## src/rtl/cam_pixel_packer.sv

```systemverilog
// Camera-side pixel assembler: gathers sensor bytes into RGB565 words for the frame buffer vin port,
// with byte-order selection, RAW8 expansion, crop window, 2:1 decimation and odd-line detection.
module cam_pixel_packer #(
    parameter int   DIN_W  = 10,
    parameter int   CNT_W  = 12,
    parameter logic VS_POL = 1'b1
) (
    input  logic             I_clk,
    input  logic             I_rst_n,
    input  logic             I_vsync,
    input  logic             I_href,
    input  logic [DIN_W-1:0] I_data,
    input  logic [1:0]       I_mode,
    input  logic             I_dec,
    input  logic [CNT_W-1:0] I_crop_x,
    input  logic [CNT_W-1:0] I_crop_y,
    input  logic [CNT_W-1:0] I_crop_w,
    input  logic [CNT_W-1:0] I_crop_h,
    output logic             O_vs_n,
    output logic             O_de,
    output logic [15:0]      O_data,
    output logic             O_line_err,
    output logic             O_err_sticky,
    output logic [CNT_W-1:0] O_lines
);
    localparam logic [1:0]       MODE_LSB  = 2'd1;
    localparam logic [1:0]       MODE_RAW8 = 2'd2;
    localparam logic [CNT_W-1:0] CNT_ZERO  = {CNT_W{1'b0}};
    localparam logic [CNT_W-1:0] CNT_MAX   = {CNT_W{1'b1}};
    localparam logic [CNT_W-1:0] CNT_ONE   = {{(CNT_W-1){1'b0}}, 1'b1};

    logic             vs_act_s, vs_prev_r, href_prev_r;
    logic             frame_start_s, href_fall_s;
    logic [1:0]       mode_r;
    logic             dec_r;
    logic [CNT_W-1:0] crop_x_r, crop_y_r, crop_w_r, crop_h_r;
    logic             phase_r;
    logic [7:0]       byte_s, byte0_r;
    logic [CNT_W-1:0] x_r, y_r;
    logic             x_over_r, y_over_r;
    logic             byte_en_s, wide_s, pix_done_s, odd_s;
    logic             x_in_s, y_in_s, dec_ok_s, keep_s;
    logic [CNT_W:0]   x_end_s, y_end_s;
    logic [15:0]      pix_s;
    logic             data_unused_s;

    assign byte_s        = I_data[DIN_W-1 -: 8];
    assign data_unused_s = ^I_data;
    assign vs_act_s      = (I_vsync == VS_POL);
    assign frame_start_s = vs_act_s && !vs_prev_r;
    assign href_fall_s   = href_prev_r && !I_href;
    assign byte_en_s     = I_href && !vs_act_s;
    assign wide_s        = (mode_r != MODE_RAW8);
    assign pix_done_s    = byte_en_s && (!wide_s || phase_r);
    assign odd_s         = href_fall_s && phase_r && wide_s;

    // Window ends use one extra bit so crop_x+crop_w cannot wrap; x/y_over mark positions past saturation
    assign x_end_s  = {1'b0, crop_x_r} + {1'b0, crop_w_r};
    assign y_end_s  = {1'b0, crop_y_r} + {1'b0, crop_h_r};
    assign x_in_s   = (x_r >= crop_x_r) &&
                      ((crop_w_r == CNT_ZERO) || (!x_over_r && ({1'b0, x_r} < x_end_s)));
    assign y_in_s   = (y_r >= crop_y_r) &&
                      ((crop_h_r == CNT_ZERO) || (!y_over_r && ({1'b0, y_r} < y_end_s)));
    assign dec_ok_s = !dec_r || (!x_r[0] && !y_r[0]);
    assign keep_s   = x_in_s && y_in_s && dec_ok_s;

    // Pixel word for the byte completing this cycle
    always_comb begin
        pix_s = {byte0_r, byte_s};
        case (mode_r)
            MODE_LSB:  pix_s = {byte_s, byte0_r};
            MODE_RAW8: pix_s = {byte_s[7:3], byte_s[7:2], byte_s[7:3]};
            default:   pix_s = {byte0_r, byte_s};
        endcase
    end

    // Sync edge tracking, per-frame configuration latch and previous-frame line count
    always_ff @(posedge I_clk) begin
        if (!I_rst_n) begin
            vs_prev_r   <= 1'b0;
            href_prev_r <= 1'b0;
            mode_r      <= 2'd0;
            dec_r       <= 1'b0;
            crop_x_r    <= CNT_ZERO;
            crop_y_r    <= CNT_ZERO;
            crop_w_r    <= CNT_ZERO;
            crop_h_r    <= CNT_ZERO;
            O_lines     <= CNT_ZERO;
        end else begin
            vs_prev_r   <= vs_act_s;
            href_prev_r <= I_href;
            if (frame_start_s) begin
                mode_r   <= I_mode;
                dec_r    <= I_dec;
                crop_x_r <= I_crop_x;
                crop_y_r <= I_crop_y;
                crop_w_r <= I_crop_w;
                crop_h_r <= I_crop_h;
                O_lines  <= y_r;
            end
        end
    end

    // Byte phase, held first byte and saturating pixel column counter
    always_ff @(posedge I_clk) begin
        if (!I_rst_n) begin
            phase_r  <= 1'b0;
            byte0_r  <= 8'h00;
            x_r      <= CNT_ZERO;
            x_over_r <= 1'b0;
        end else if (!I_href) begin
            phase_r  <= 1'b0;
            x_r      <= CNT_ZERO;
            x_over_r <= 1'b0;
        end else if (byte_en_s) begin
            phase_r <= wide_s && !phase_r;
            if (wide_s && !phase_r) begin
                byte0_r <= byte_s;
            end
            if (pix_done_s) begin
                if (x_r == CNT_MAX) begin
                    x_over_r <= 1'b1;
                end else begin
                    x_r <= x_r + CNT_ONE;
                end
            end
        end else begin
            phase_r <= 1'b0;
        end
    end

    // Saturating line counter; frame start wins over a coincident href fall
    always_ff @(posedge I_clk) begin
        if (!I_rst_n) begin
            y_r      <= CNT_ZERO;
            y_over_r <= 1'b0;
        end else if (frame_start_s) begin
            y_r      <= CNT_ZERO;
            y_over_r <= 1'b0;
        end else if (href_fall_s) begin
            if (y_r == CNT_MAX) begin
                y_over_r <= 1'b1;
            end else begin
                y_r <= y_r + CNT_ONE;
            end
        end
    end

    // Registered outputs, all with one cycle of latency so sync and data stay aligned
    always_ff @(posedge I_clk) begin
        if (!I_rst_n) begin
            O_vs_n       <= 1'b1;
            O_de         <= 1'b0;
            O_data       <= 16'h0000;
            O_line_err   <= 1'b0;
            O_err_sticky <= 1'b0;
        end else begin
            O_vs_n     <= !vs_act_s;
            O_de       <= pix_done_s && keep_s;
            O_line_err <= odd_s;
            if (pix_done_s && keep_s) begin
                O_data <= pix_s;
            end
            if (odd_s) begin
                O_err_sticky <= 1'b1;
            end else if (frame_start_s) begin
                O_err_sticky <= 1'b0;
            end
        end
    end

endmodule

```

## config.mk

```make
export PLATFORM = sky130hd
export DESIGN_NAME = cam_pixel_packer
export DESIGN_NICKNAME = d
export VERILOG_FILES = /design/src/rtl/cam_pixel_packer.sv
export SDC_FILE = /design/constraint.sdc
export NUM_CORES = 1
export LEC_CHECK = 0
export ABC_AREA = 1
export CAP_MARGIN = 15
export CELL_PAD_IN_SITES_DETAIL_PLACEMENT = 0
export CELL_PAD_IN_SITES_GLOBAL_PLACEMENT = 1
export CORE_MARGIN = 2
export CORE_UTILIZATION = 40
export DETAILED_ROUTE_END_ITERATION = 6
export MAX_ROUTING_LAYER = met4
export PLACE_DENSITY_LB_ADDON = 0.25
export RECOVER_POWER = 25
export SLEW_MARGIN = 5
export SYNTH_ARGS = -nofsm -noshare
export SYNTH_HDL_FRONTEND = slang
export SYNTH_SLANG_ARGS = --single-unit
```

## constraint.sdc

```tcl
create_clock -name I_clk -period 3.8 [get_ports I_clk]
set_input_delay 0.38 -clock I_clk [delete_from_list [all_inputs] [get_ports I_clk]]
set_output_delay 0.38 -clock I_clk [all_outputs]
set_load 0.02 [all_outputs]
```

; Word level (Yosys, flattened, before mapping)
; Cells that the tools add are included.
[totals]
word_cells = 79
regBits = 120
out_inout_bits = 32
[classes]
add_sub_neg = 4
n_eq_ne = 5
bitwise_logic = 3
n_reduce_logical = 40
n_lt_le_gt_ge = 4
n_mux = 3
[op_table]
columns = operator, n
row1 = $pmux W16 S2, 1
row2 = $add A12 B12 Y13, 2
row3 = $lt A12 B13 Y1, 2
row4 = $add A12 B1 Y12 const B, 2
row5 = $eq A12 B12 Y1 const B, 2
row6 = $ge A12 B12 Y1, 2
row7 = $logic_not A12 Y1, 2
row8 = $logic_and A1 B1 Y1, 15
row9 = $reduce_and A3 Y1, 4
row10 = $logic_not A1 Y1, 10
row11 = $reduce_and A2 Y1, 3
row12 = $logic_or A1 B1 Y1, 4
row13 = $not A1 Y1, 3
row14 = $eq A2 B1 Y1 const B, 1
row15 = $eq A2 B2 Y1 const B, 1
row16 = $mux W1, 2
row17 = $ne A2 B2 Y1 const B, 1
row18 = $reduce_bool A2 Y1, 1
row19 = $reduce_or A2 Y1, 1

; Depth between registers and ports, before layout
[depth]
word_depth = 8
ltp_mapped = 21
depth_no_buf = 20

; Worst setup path before layout
; OpenSTA, ideal clock, no wires.
[synth_path]
path_type = reg-to-reg
start = register crop_x_r[0]
end = register O_data[14]
path_slack_ps = 972
path_buffers = 1
period_less_slack_ps = 2828
t_arrival_ps = 2766
setup_time_ps = 62
path_stages_with_launch = 20
t_required_ps = 3738
path_cell_list = dfxtp_1 -> ha_1 -> inv_1 -> fa_1 -> nand3b_1 -> a21oi_1 -> nor2_1 -> o211a_1 -> xor2_1 -> ha_1 -> a21oi_1 -> nor2_1 -> nor2_2 -> nand2_2 -> nand2_4 -> nand3_4 -> buf_6 -> nand2_2 -> inv_2 -> nor2_2
[synth_via]
elab_chain_len = 8
word_cells_on_any_way = 9
classes_between = add/sub: 1 / order compare: 2 / reduce/logical: 6
[synth_lines]
columns = element, line_no
row1 = start: declaration, 36  ; logic [CNT_W-1:0] crop_x_r, crop_y_r, crop_w_r, crop_h_r;
row2 = start signal: assignment, 95  ; crop_x_r <= I_crop_x;
row3 = $add A12 B12 Y13, 58  ; assign x_end_s = {1'b0, crop_x_r} + {1'b0, crop_w_r};
row4 = $lt A12 B13 Y1, 61  ; ((crop_w_r == CNT_ZERO) || (!x_over_r && ({1'b0, x_r} < x_end_s)));
row5 = $logic_and A1 B1 Y1, 61
row6 = $logic_or A1 B1 Y1, 61
row7 = $logic_and A1 B1 Y1 (*), 60  ; assign x_in_s = (x_r >= crop_x_r) &&
row8 = $logic_and A1 B1 Y1 (*) (2 in a row), 65  ; assign keep_s = x_in_s && y_in_s && dec_ok_s;
row9 = $logic_and A1 B1 Y1 (*), 161  ; if (pix_done_s && keep_s) begin
row10 = end signal: assignment, 162  ; O_data <= pix_s;
row11 = end: declaration, 21  ; output logic [15:0] O_data,
; Every way passes the cells marked *; elsewhere a longest branch is shown, timed or not.
; A chain may end at the register's enable or synchronous reset.

; Worst setup path in the final report
[layout_path]
start = input port I_vsync
end = register crop_y_r[7]
[layout_via]
elab_chain_len = 1
[layout_lines]
columns = element, line_no
row1 = start: declaration, 10  ; input logic I_vsync,
row2 = $logic_and A1 B1 Y1, 50  ; assign frame_start_s = vs_act_s && !vs_prev_r;
row3 = end signal: assignment, 96  ; crop_y_r <= I_crop_y;
row4 = end: declaration, 36
; No other way between the ends.

==> flow_metrics.env <==
export IMPL_io_pins=97
export IMPL_syn_num_nets=1128
export IMPL_fin_crit_ps=3330
export IMPL_drc=0
export IMPL_final_nets=1211
export IMPL_synth_seq_cells=120
export IMPL_violations="capacitance limit, slew limit"
export IMPL_die_h_um=137
export IMPL_synth_cell_types=36
export IMPL_worst_slew_margin_rel_pct=-7.73
export IMPL_finalSetupTns_ps=0
export IMPL_synth_cells=987
export IMPL_cts_tree="built"
export IMPL_cts_inserted_buffers=17
export IMPL_grt_max_degree=59
export IMPL_die_w_um=137
export IMPL_ant_nets=0
export IMPL_antenna_found_initial=0
export IMPL_clock_sinks=120
export IMPL_finalWirelength_um=17900
export IMPL_max_cap_violations=1
export IMPL_clock_latency_ps=420
export IMPL_end_kind="register"
export IMPL_track_usage_pct=20.6
export IMPL_dieArea_sq_mm=0.0188
export IMPL_outcome="complete, but fails checks"
export IMPL_power_leakage_nw=3.77
export IMPL_required_ps=4130
export IMPL_routed_via_density=4.86
export IMPL_syn_to_final_growth_pct=23.4
export IMPL_utilization_pct=50.6
export IMPL_syn_avg_cell_area_sq_um=7.19
export IMPL_preCtsSetupSlack_ps=513
export IMPL_ir_drop_uv=307
export IMPL_antenna_cells=0
export IMPL_hold_violations=0
export IMPL_cp_arrival_ps=3670
export IMPL_yosys_warnings=0
export IMPL_max_freq_mhz=300
export IMPL_nFillCells=1762
export IMPL_fin_skew_ps=5.37
export IMPL_cts_max_path_buffers=2
export IMPL_place_congestion=0.832
export IMPL_num_vias=6352
export IMPL_setup_viol=0
export IMPL_period_share_pct=87.7
export IMPL_start_util_pct=41.0
export IMPL_drive_gt1_share_pct=5.27
export IMPL_cp_start_kind="primary input"
export IMPL_wl_per_cell_um=13.7
export IMPL_core_sq_mm=0.0173
export IMPL_cts_root_buf="clkbuf_16"
export IMPL_yosysSeqAreaShare_pct=33.9
export IMPL_netlist_area_sq_mm=0.00710
export IMPL_grt_pass1_wl_um=29400
export IMPL_grt_overflow_total=0
export IMPL_grt_pass1_vias=6119
export IMPL_max_slew_worst_pin_slew_ps=1610
export IMPL_drt_iter0_drc=276
export IMPL_dr_pass1_iters=5
export IMPL_multiInputGateArea_sq_mm=0.00406
export IMPL_register_area_sq_mm=0.00240
export IMPL_cts_post_setup_buffers_inserted=0
export IMPL_hpwl_um=13600
export IMPL_worst_hold_path_type="register to register"
export IMPL_power_density_mw_per_mm2=395
export IMPL_rows=48
export IMPL_cts_hold_fix_buffers=0
export IMPL_h_tree_depth=4
export IMPL_grt_setup_unrepaired="no"
export IMPL_cts_resized=0
export IMPL_clk_pin_slew_worst_paths_ps=50
export IMPL_portBuffers=94
export IMPL_worstPathMaxFanout=49
export IMPL_path_class="primary input to register"
export IMPL_setup_ws_ps=469
export IMPL_drv_slew=50
==> layout make-up <==
class,count,area share [%]
Clock buffer,21,5.26
Sequential cell,120,27.4
Tap cell,225,3.22
Multi-Input combinational cell,704,46.4
Timing Repair Buffer,97,11.0
Clock inverter,9,1.16
Inverter,130,5.57
==> where the power goes <==
part / total [mW] / internal [mW] / leakage [nW] / switching, mW
sequential: 1.36 / 1.32 / 0.983 / 0.0415
clock: 1.54 / 0.985 / 0.278 / 0.560
combinational: 0.553 / 0.233 / 2.51 / 0.320
==> kinds of logic after synthesis <==
family,after synthesis,share of synthesized area (%)
simple gates,368,23.0
fa+ha+maj,76,13.6
compound gates,226,16.3
flops,120,33.9
xor+xnor,26,3.21
mux,8,1.13
buf+inv,163,8.99
==> Yosys cell counts <==
cell type | n | area share (%)
nand2_4 | 2 | 0.32
o21ai_0 | 99 | 7.0
o211a_1 | 1 | 0.14
buf_4 | 2 | 0.21
nor2_4 | 1 | 0.16
nand3_2 | 1 | 0.14
nand4_1 | 22 | 1.9
nor4_1 | 9 | 0.79
nand2_1 | 146 | 7.7
ha_1 | 74 | 13
nor3_4 | 1 | 0.23
fa_1 | 2 | 0.56
nor3b_1 | 2 | 0.21
nor2_1 | 123 | 6.5
buf_6 | 2 | 0.32
a21oi_1 | 117 | 8.3
mux2i_1 | 8 | 1.1
dfxtp_1 | 120 | 34
nand2_2 | 12 | 1.1
nand3_1 | 26 | 1.8
nor4_2 | 1 | 0.18
nand3b_1 | 2 | 0.21
nor3_1 | 15 | 1.1
clkinv_1 | 1 | 0.053
xor2_1 | 24 | 3.0
inv_2 | 5 | 0.26
inv_1 | 124 | 6.6
nor2_2 | 4 | 0.35
buf_2 | 3 | 0.21
clkbuf_1 | 26 | 1.4
o21a_1 | 4 | 0.42
xnor2_1 | 2 | 0.25
a21o_1 | 1 | 0.11
nand3_4 | 1 | 0.25
a31oi_1 | 3 | 0.26
o22ai_1 | 1 | 0.088
==> metrics by stage <==
step / hold slack (ps) / total power [mW] / area, sq um / instances
finish: 465 / 3.46 / 8750 / 1306
CTS: 443 / 3.50 / 8770 / 1306
detailed placement: 458 / 1.94 / 8210 / 1276
global placement: 455 / 1.94 / 8210 / 1276
global route: 503 / 3.63 / 8750 / 1306
floorplan: 439 / 1.75 / 7100 / 987
==> state kept, by name, summed over array words and instances, names as in the netlist, 2 cells and up <==
name	count
O_data	16
O_lines	12
crop_h_r	12
crop_w_r	12
crop_x_r	12
crop_y_r	12
x_r	12
y_r	12
byte0_r	8
mode_r	2
==> per-layer routing <==
layer / share of wire [%] / track usage (%)
met3: 3.2 / 4.30
met4: 1.5 / 6.19
met2: 47 / 33.8
met1: 48 / 25.6
met5: 0 / -
==> final timing paths <==
path	from	end	slack [ps]	cells past startpoint
max	I_vsync	crop_y_r[7]$_SDFFE_PN0P_	470	7
min	y_over_r$_SDFFE_PP0P_	y_over_r$_SDFFE_PP0P_	460	2
max reg2reg	crop_y_r[0]$_SDFFE_PN0P_	O_data[0]$_SDFFE_PN0P_	480	20
min reg2reg	y_over_r$_SDFFE_PP0P_	y_over_r$_SDFFE_PP0P_	460	2
==> cell usage in the layout, fill, tap and decap left out, drive strengths merged, types with 2 or more instances in the layout <==
| cell type | count |
|---|---|
| ha | 74 |
| clkdlybuf4s50 | 90 |
| nand3 | 28 |
| clkbuf | 23 |
| o21ai | 99 |
| nand4 | 22 |
| xor2 | 24 |
| bufinv | 2 |
| dfxtp | 120 |
| nor3b | 2 |
| nor4 | 10 |
| fa | 2 |
| o21a | 4 |
| dlygate4sd3 | 3 |
| nand3b | 2 |
| mux2i | 8 |
| xnor2 | 2 |
| a31oi | 3 |
| nor3 | 16 |
| a21oi | 117 |
| nor2 | 128 |
| inv | 129 |
| clkinv | 7 |
| nand2 | 160 |
==> worst max-delay path: stages <==
cell,delay (ps)
dlygate4sd3_1,650
inv_1,130
nor2_4,40
inv_1,650
dlymetal6s2s_1,1280
o21ai_0,290
a21oi_1,190
(Power assumes the default switching activity.)
